**config.mk**
```make
export PLATFORM = sky130hd
export DESIGN_NAME = mul4_seq_ctrl_flat
export DESIGN_NICKNAME = d
export VERILOG_FILES = /design/src/rtl/mul4_seq_ctrl_pkg.sv /design/src/rtl/mul4_seq_ctrl_if.sv /design/src/rtl/mul4_seq_ctrl_add4_ripple.sv /design/src/rtl/mul4_seq_ctrl.sv /design/src/flat_wrapper.sv
export SDC_FILE = /design/constraint.sdc
export NUM_CORES = 1
export LEC_CHECK = 0
export ABC_CLOCK_PERIOD_IN_PS = 3100
export BUFFER_PORTS_ARGS = -buffer_cell sky130_fd_sc_hd__buf_4
export CORE_MARGIN = 2
export CORE_UTILIZATION = 53
export DETAILED_ROUTE_END_ITERATION = 6
export GPL_ROUTABILITY_DRIVEN = 0
export PLACE_DENSITY_LB_ADDON = 0.1
export SLEW_MARGIN = 20
export SYNTH_ARGS = -nofsm -noshare
export SYNTH_HDL_FRONTEND = slang
export SYNTH_SLANG_ARGS = --single-unit
```
**constraint.sdc**
```tcl
create_clock -name clk -period 3.1 [get_ports clk]
set_clock_uncertainty 0.05 [all_clocks]
set_input_delay 0.465 -clock clk [delete_from_list [all_inputs] [get_ports clk]]
set_output_delay 0.465 -clock clk [all_outputs]
set_load 0.01 [all_outputs]
```
**src/rtl/mul4_seq_ctrl_pkg.sv**
```systemverilog
// mul4_pkg: shared types and constants for the sequential shift-and-add
// multiplier controller.
//   state_t  : controller FSM states (IDLE, RUN, DONE)
//   W_DEF    : default operand width in bits
//   prod_w() : product width for a given operand width (2W)
package mul4_pkg;

    localparam int W_DEF = 4;

    typedef enum logic [1:0] {
        IDLE = 2'd0,
        RUN  = 2'd1,
        DONE = 2'd2
    } state_t;

    function automatic int prod_w(input int w);
        return 2 * w;
    endfunction

endpackage

```
**src/rtl/mul4_seq_ctrl_if.sv**
```systemverilog
// mul4_seq_ctrl_if: start/busy/done handshake plus operand and product buses.
//   start : request, sampled by the controller only while idle
//   a, b  : W-bit unsigned multiplicand / multiplier
//   busy  : controller is in RUN or DONE
//   done  : one-cycle pulse, p valid from this cycle
//   p     : 2W-bit product, held until the next completion
// master modport is the requester, slave modport is the controller.
interface mul4_seq_ctrl_if
    import mul4_pkg::*;
#(
    parameter int W = W_DEF
) ();

    logic                 start;
    logic [W-1:0]         a;
    logic [W-1:0]         b;
    logic                 busy;
    logic                 done;
    logic [prod_w(W)-1:0] p;

    modport master (output start, a, b, input busy, done, p);
    modport slave  (input start, a, b, output busy, done, p);

endinterface

```
**src/rtl/mul4_seq_ctrl_add4_ripple.sv**
```systemverilog
// add4_ripple: W-bit ripple-carry adder made of a chain of full-adder cells.
// Purely combinational.
//   x, y : addends
//   cin  : carry into bit 0
//   sum  : W-bit sum
//   cout : carry out of the MSB cell
module add4_ripple #(
    parameter int W = 4
) (
    input  logic [W-1:0] x,
    input  logic [W-1:0] y,
    input  logic         cin,
    output logic [W-1:0] sum,
    output logic         cout
);

    logic [W:0] c;

    assign c[0] = cin;

    for (genvar i = 0; i < W; i++) begin : g_fa
        assign sum[i]  = x[i] ^ y[i] ^ c[i];
        assign c[i+1]  = (x[i] & y[i]) | (c[i] & (x[i] ^ y[i]));
    end

    assign cout = c[W];

endmodule

```
**src/rtl/mul4_seq_ctrl.sv**
```systemverilog
// mul4_seq_ctrl: sequential shift-and-add multiplier controller. One W-bit
// ripple adder is reused over W RUN cycles to build a 2W-bit unsigned product.
//   clk   : rising-edge clock
//   rst_n : synchronous active-low reset
//   bus   : mul4_seq_ctrl_if.slave (start, a, b in; busy, done, p out)
// Build option: define MUL4_ZERO_SKIP_EN to complete in one cycle with p=0
// when either operand is zero at accept.
//
//   state | meaning
//   ------+------------------------------------------------------------
//   IDLE  | waiting for start; operands captured on accept
//   RUN   | one conditional add + right shift per cycle, W cycles total
//   DONE  | done pulse, p holds the new product; back to IDLE next edge
module mul4_seq_ctrl
    import mul4_pkg::*;
#(
    parameter int W = W_DEF
) (
    input  logic                 clk,
    input  logic                 rst_n,
    mul4_seq_ctrl_if.slave       bus
);

    localparam int             PW       = prod_w(W);
    localparam int             CW       = $clog2(W);
    localparam logic [CW-1:0]  CNT_LAST = CW'(W - 1);

    state_t          state_q, state_d;
    logic [W-1:0]    mcand_q, hi_q, lo_q;
    logic [W-1:0]    hi_d, lo_d;
    logic [W-1:0]    sum;
    logic            carry;
    logic [CW-1:0]   cnt_q;
    logic [PW-1:0]   p_q;
    logic            zero_op;
    logic            last_iter;

    add4_ripple #(.W(W)) u_add (
        .x    (hi_q),
        .y    (mcand_q),
        .cin  (1'b0),
        .sum  (sum),
        .cout (carry)
    );

`ifdef MUL4_ZERO_SKIP_EN
    assign zero_op = (bus.a == '0) || (bus.b == '0);
`else
    assign zero_op = 1'b0;
`endif

    assign last_iter = (cnt_q == CNT_LAST);

    // Carry-out lands in the MSB of hi after the shift, so nothing is lost.
    always_comb begin
        hi_d = {1'b0, hi_q[W-1:1]};
        lo_d = {hi_q[0], lo_q[W-1:1]};
        if (lo_q[0]) begin
            hi_d = {carry, sum[W-1:1]};
            lo_d = {sum[0], lo_q[W-1:1]};
        end
    end

    always_comb begin
        state_d = state_q;
        case (state_q)
            IDLE:    if (bus.start) state_d = zero_op ? DONE : RUN;
            RUN:     if (last_iter) state_d = DONE;
            DONE:    state_d = IDLE;
            default: state_d = IDLE;
        endcase
    end

    always_ff @(posedge clk) begin
        if (!rst_n) begin
            state_q <= IDLE;
        end else begin
            state_q <= state_d;
        end
    end

    always_ff @(posedge clk) begin
        if (!rst_n) begin
            mcand_q <= '0;
            hi_q    <= '0;
            lo_q    <= '0;
            cnt_q   <= '0;
            p_q     <= '0;
        end else begin
            case (state_q)
                IDLE: begin
                    if (bus.start) begin
                        mcand_q <= bus.a;
                        hi_q    <= '0;
                        lo_q    <= bus.b;
                        cnt_q   <= '0;
                        if (zero_op) p_q <= '0;
                    end
                end
                RUN: begin
                    hi_q <= hi_d;
                    lo_q <= lo_d;
                    // Hold at the terminal value instead of wrapping.
                    if (!last_iter) cnt_q <= cnt_q + 1'b1;
                    if (last_iter)  p_q   <= {hi_d, lo_d};
                end
                default: ;
            endcase
        end
    end

    assign bus.busy = (state_q != IDLE);
    assign bus.done = (state_q == DONE);
    assign bus.p    = p_q;

endmodule

```
**src/flat_wrapper.sv**
```systemverilog
// flat-port wrapper written by rule: the top's interface ports become plain ports
module mul4_seq_ctrl_flat import mul4_pkg::*;
#(
    parameter int W = W_DEF
)
  (clk, rst_n, bus_start, bus_a, bus_b, bus_busy, bus_done, bus_p);
  mul4_seq_ctrl_if #(.W(W)) bus_i ();
  input  logic clk;
  input  logic rst_n;
  input wire logic [$bits(bus_i.start)-1:0] bus_start;
  input wire logic [$bits(bus_i.a)-1:0] bus_a;
  input wire logic [$bits(bus_i.b)-1:0] bus_b;
  output wire logic [$bits(bus_i.busy)-1:0] bus_busy;
  output wire logic [$bits(bus_i.done)-1:0] bus_done;
  output wire logic [$bits(bus_i.p)-1:0] bus_p;
  assign bus_i.start = bus_start;
  assign bus_i.a = bus_a;
  assign bus_i.b = bus_b;
  assign bus_busy = bus_i.busy;
  assign bus_done = bus_i.done;
  assign bus_p = bus_i.p;
  mul4_seq_ctrl #(.W(W)) u_core (.clk(clk), .rst_n(rst_n), .bus(bus_i));
endmodule
```
==> flow_summary.rst <==
.. list-table::
   :header-rows: 1

   * - Metric
     - Value
   * - N_diodes
     - 0
   * - Summed negative setup slack over all endpoints
     - 0 ps
   * - Vias post-DR
     - 826
   * - Number of storage elements in the synthesis netlist
     - 24
   * - Async SR Flop Fraction
     - 0%
   * - Number of placement rows
     - 17
   * - Max VDD drop
     - 0.000236 V
   * - Number of buffers created by CTS
     - 3
   * - Pre-CTS setup slack
     - 734 ps
   * - Maximum fanout along the worst path
     - 3
   * - Syn_area_per_cell
     - 10.4 um2
   * - Count of mapped cells out of synthesis
     - 113
   * - Slew of the pin with the lowest slew margin
     - 703 ps
   * - Horizontal die dimension
     - 51.0 um
   * - Finish-stage setup viols
     - 0
   * - Aggregate global-route resource usage
     - 18.5%
   * - Post-route ant nets
     - 0
   * - Final cycle utilization of the critical path
     - 77.7%
   * - PostCTS Resize Cnt
     - 0
   * - Syn_nets
     - 129
   * - DRC violation total after the first TritonRoute iteration
     - 9
   * - Final hold slack
     - 338 ps
   * - Endpoint of the worst hold-timing path
     - u_core.mcand_q[1]
   * - Vias in the first global route
     - 808
   * - Largest net degree at the start of global routing
     - 20
   * - Cell depth of the worst hold path
     - 3
   * - Cell with the largest stage delay on the worst path
     - fa_1
   * - Cell Count Post-Placement
     - 153
   * - Per-cell routed wire length
     - 12.5 um
   * - Post-route insts no fill
     - 157
   * - Static leakage power
     - 0.540 nW
   * - Count of input and output buffers
     - 20
   * - Most frequent cells in the layout
     - dfxtp_1 (24), buf_4 (20), nor2_1 (15), mux2i_1 (11), a21oi_1 (5)
   * - Die Y-Extent
     - 51.0 um
   * - Bufs and invs on worst path
     - 0
   * - Detailed-router iteration count before antenna repair
     - 3
   * - Total Nets Final
     - 146
   * - Launch point of the worst reg-to-reg path
     - u_core.hi_q[0]
   * - Buffers inserted during post-CTS setup optimization
     - 0
   * - Final HPWL DP
     - 1.44 mm
   * - Detailed-route DRC error count
     - 0
   * - Routed wire length
     - 1.96 mm
   * - Primary FF master, synth
     - dfxtp_1
   * - Antenna violations before repair
     - 0
   * - Power per unit of standard cell area
     - 417 nW/um2
   * - Number of placed I/O pins
     - 21
   * - Clock tree from TritonCTS
     - built
   * - TritonCTS sink count
     - 24
   * - CP top delay family
     - adder cells
   * - Most frequent CP cell
     - fa_1
   * - Fin crit period
     - 2410 ps
   * - Critical path launch point type
     - register
   * - Initial Utilization
     - 54.6%
   * - Share of layout cells above drive strength 1
     - 30.2%
   * - Core area
     - 2150 um2
   * - Root cell of the clock tree
     - clkbuf_4
   * - # Max-Cap Violations
     - 0
   * - Startpoint of the most critical hold path
     - bus_a[1]
   * - Insertion delay of the later-clocked pin in the worst-skew pair
     - 310 ps
   * - RSZ-0062 raised after global routing
     - false
   * - Number of fill cells in the layout
     - 192
   * - Buffer depth of the longest clock path
     - 2
   * - Hold Path Class
     - primary input to register
   * - Cell area after synthesis
     - 1170 um2
   * - Final max-slew violation count
     - 0
   * - Vias per cell
     - 5.26
   * - Worst Setup Path Type
     - register to register
   * - Count of endpoints failing hold in the final timing report
     - 0
   * - Die Outline Area
     - 2600 um2
   * - Wire length of the first global-routing pass
     - 3.57 mm
   * - Final core utilization
     - 61.7%
   * - Data arrival time of the critical path
     - 2580 ps
   * - Outcome
     - complete, no violations
   * - Area overhead of the layout relative to synthesis
     - 13.0%
   * - Share of synthesized area occupied by flip-flops and latches
     - 41.0%
   * - Slack of the critical path
     - 692 ps
   * - Number of warning messages in the yosys log
     - 0
   * - Post-synth cell types
     - 35
   * - Capture point of the worst reg-to-reg path
     - u_core.hi_q[2]
   * - Achievable clock frequency
     - 415 MHz
   * - Reg clk slew, reported paths
     - 120 ps
   * - Maximum level of the CTS H-tree
     - 1
   * - EDFF count, synth
     - 0
   * - Sequence of cells on the critical path
     - ha_1 > fa_1 > fa_1 > fa_1 > mux2i_1 > nor2_1 > o21a_1
   * - Setup slack on the worst flop-to-flop path
     - 690 ps
   * - Commonest non-fill, non-tap cell in the layout
     - dfxtp_1
   * - Number of hold buffers added after CTS
     - 0
   * - Headroom to the max-slew limit
     - 53.1%
   * - Worst EP required
     - 3270 ps
   * - Crit path capture type
     - register
   * - Delay of the slowest critical-path stage
     - 450 ps
   * - Leftover overflow at the end of global routing
     - 0
   * - Worst-case reg-to-reg path depth
     - 7
[metal layers]
| metal | wire (um) | vias to the layer above | share of wire [%] | track usage (%) |
|---|---|---|---|---|
| met5 | 0 | - | 0 | 0 |
| met4 | 23 | 0 | 1.2 | 7.21 |
| met1 | 998 | 381 | 51 | 23.7 |
| met3 | 76 | 4 | 3.9 | 4.68 |
| met2 | 865 | 13 | 44 | 29.7 |
| li1 | - | 428 | - | - |
[final cells by class]
type / instances / area, um2 / share of cell area (%)
Inverter: 3 / 11.3 / 0.850
Clock buffer: 4 / 36.3 / 2.74
Timing Repair Buffer: 20 / 150 / 11.3
Sequential cell: 24 / 480 / 36.3
Tap cell: 28 / 35.0 / 2.64
Multi-Input combinational cell: 78 / 612 / 46.2
[state kept, by name, summed over array words and instances, names as in the netlist]
| register | flops |
|---|---|
| u_core.cnt_q | 2 |
| u_core.lo_q | 4 |
| u_core.hi_q | 4 |
| u_core.state_q | 2 |
| u_core.mcand_q | 4 |
| u_core.bus.p | 8 |
[cells in the mapped netlist, types with 3 or more instances]
master | instances | area share (%)
nor2_1 | 15 | 4.8
o221a_2 | 3 | 2.9
nand2_1 | 3 | 0.96
and2_1 | 3 | 1.6
nor2b_1 | 3 | 1.6
a21oi_1 | 5 | 2.1
fa_1 | 3 | 5.1
buf_2 | 3 | 1.3
dfxtp_1 | 24 | 41
nand3_1 | 3 | 1.3
mux2i_1 | 11 | 9.4
nor2_2 | 4 | 2.1
a211oi_2 | 4 | 4.3
[power breakdown]
part	internal, mW	switching, mW
logic	0.0324	0.0273
registers	0.319	0.0152
clock network	0.0718	0.0872
[tightest hold or removal path: cells and delay by family]
| kind | cells | cell delay, ps |
|---|---|---|
| and+or+nand+nor | 1 | 70 |
| buffers and inverters | 1 | 80 |
| muxes | 1 | 50 |
[metrics by stage]
step	total power, mW	cell area, um2
5_1_grt	0.585	1330
2_1_floorplan	0.383	1170
6_report	0.553	1330
4_1_cts	0.563	1330
3_3_place_gp	0.399	1290
3_5_place_dp	0.401	1290
[how the worst max path moves through the flow]
stage,start,to,slack [ps],cells after the start
after floorplan,u_core.hi_q[0],u_core.hi_q[2],840,7
after global placement,u_core.hi_q[0],u_core.hi_q[2],790,7
after detailed placement,u_core.hi_q[0],u_core.hi_q[2],730,7
after CTS,u_core.hi_q[0],u_core.hi_q[2],690,7
after global routing,u_core.hi_q[0],u_core.hi_q[2],600,7
final,u_core.hi_q[0],u_core.hi_q[2],690,7
[cell families (layout without fill, tap and decap cells)]
family,after synthesis,count (layout),share of synthesized area [%]
AOI/OAI and AO/OA,21,21,16.2
adders and majority gates,5,5,7.26
buffers and inverters,11,27,6.83
DFF,24,24,41.0
muxes,11,11,9.39
and+or+nand+nor,41,41,19.3
Note: power is estimated with default switching activity, not from simulation.
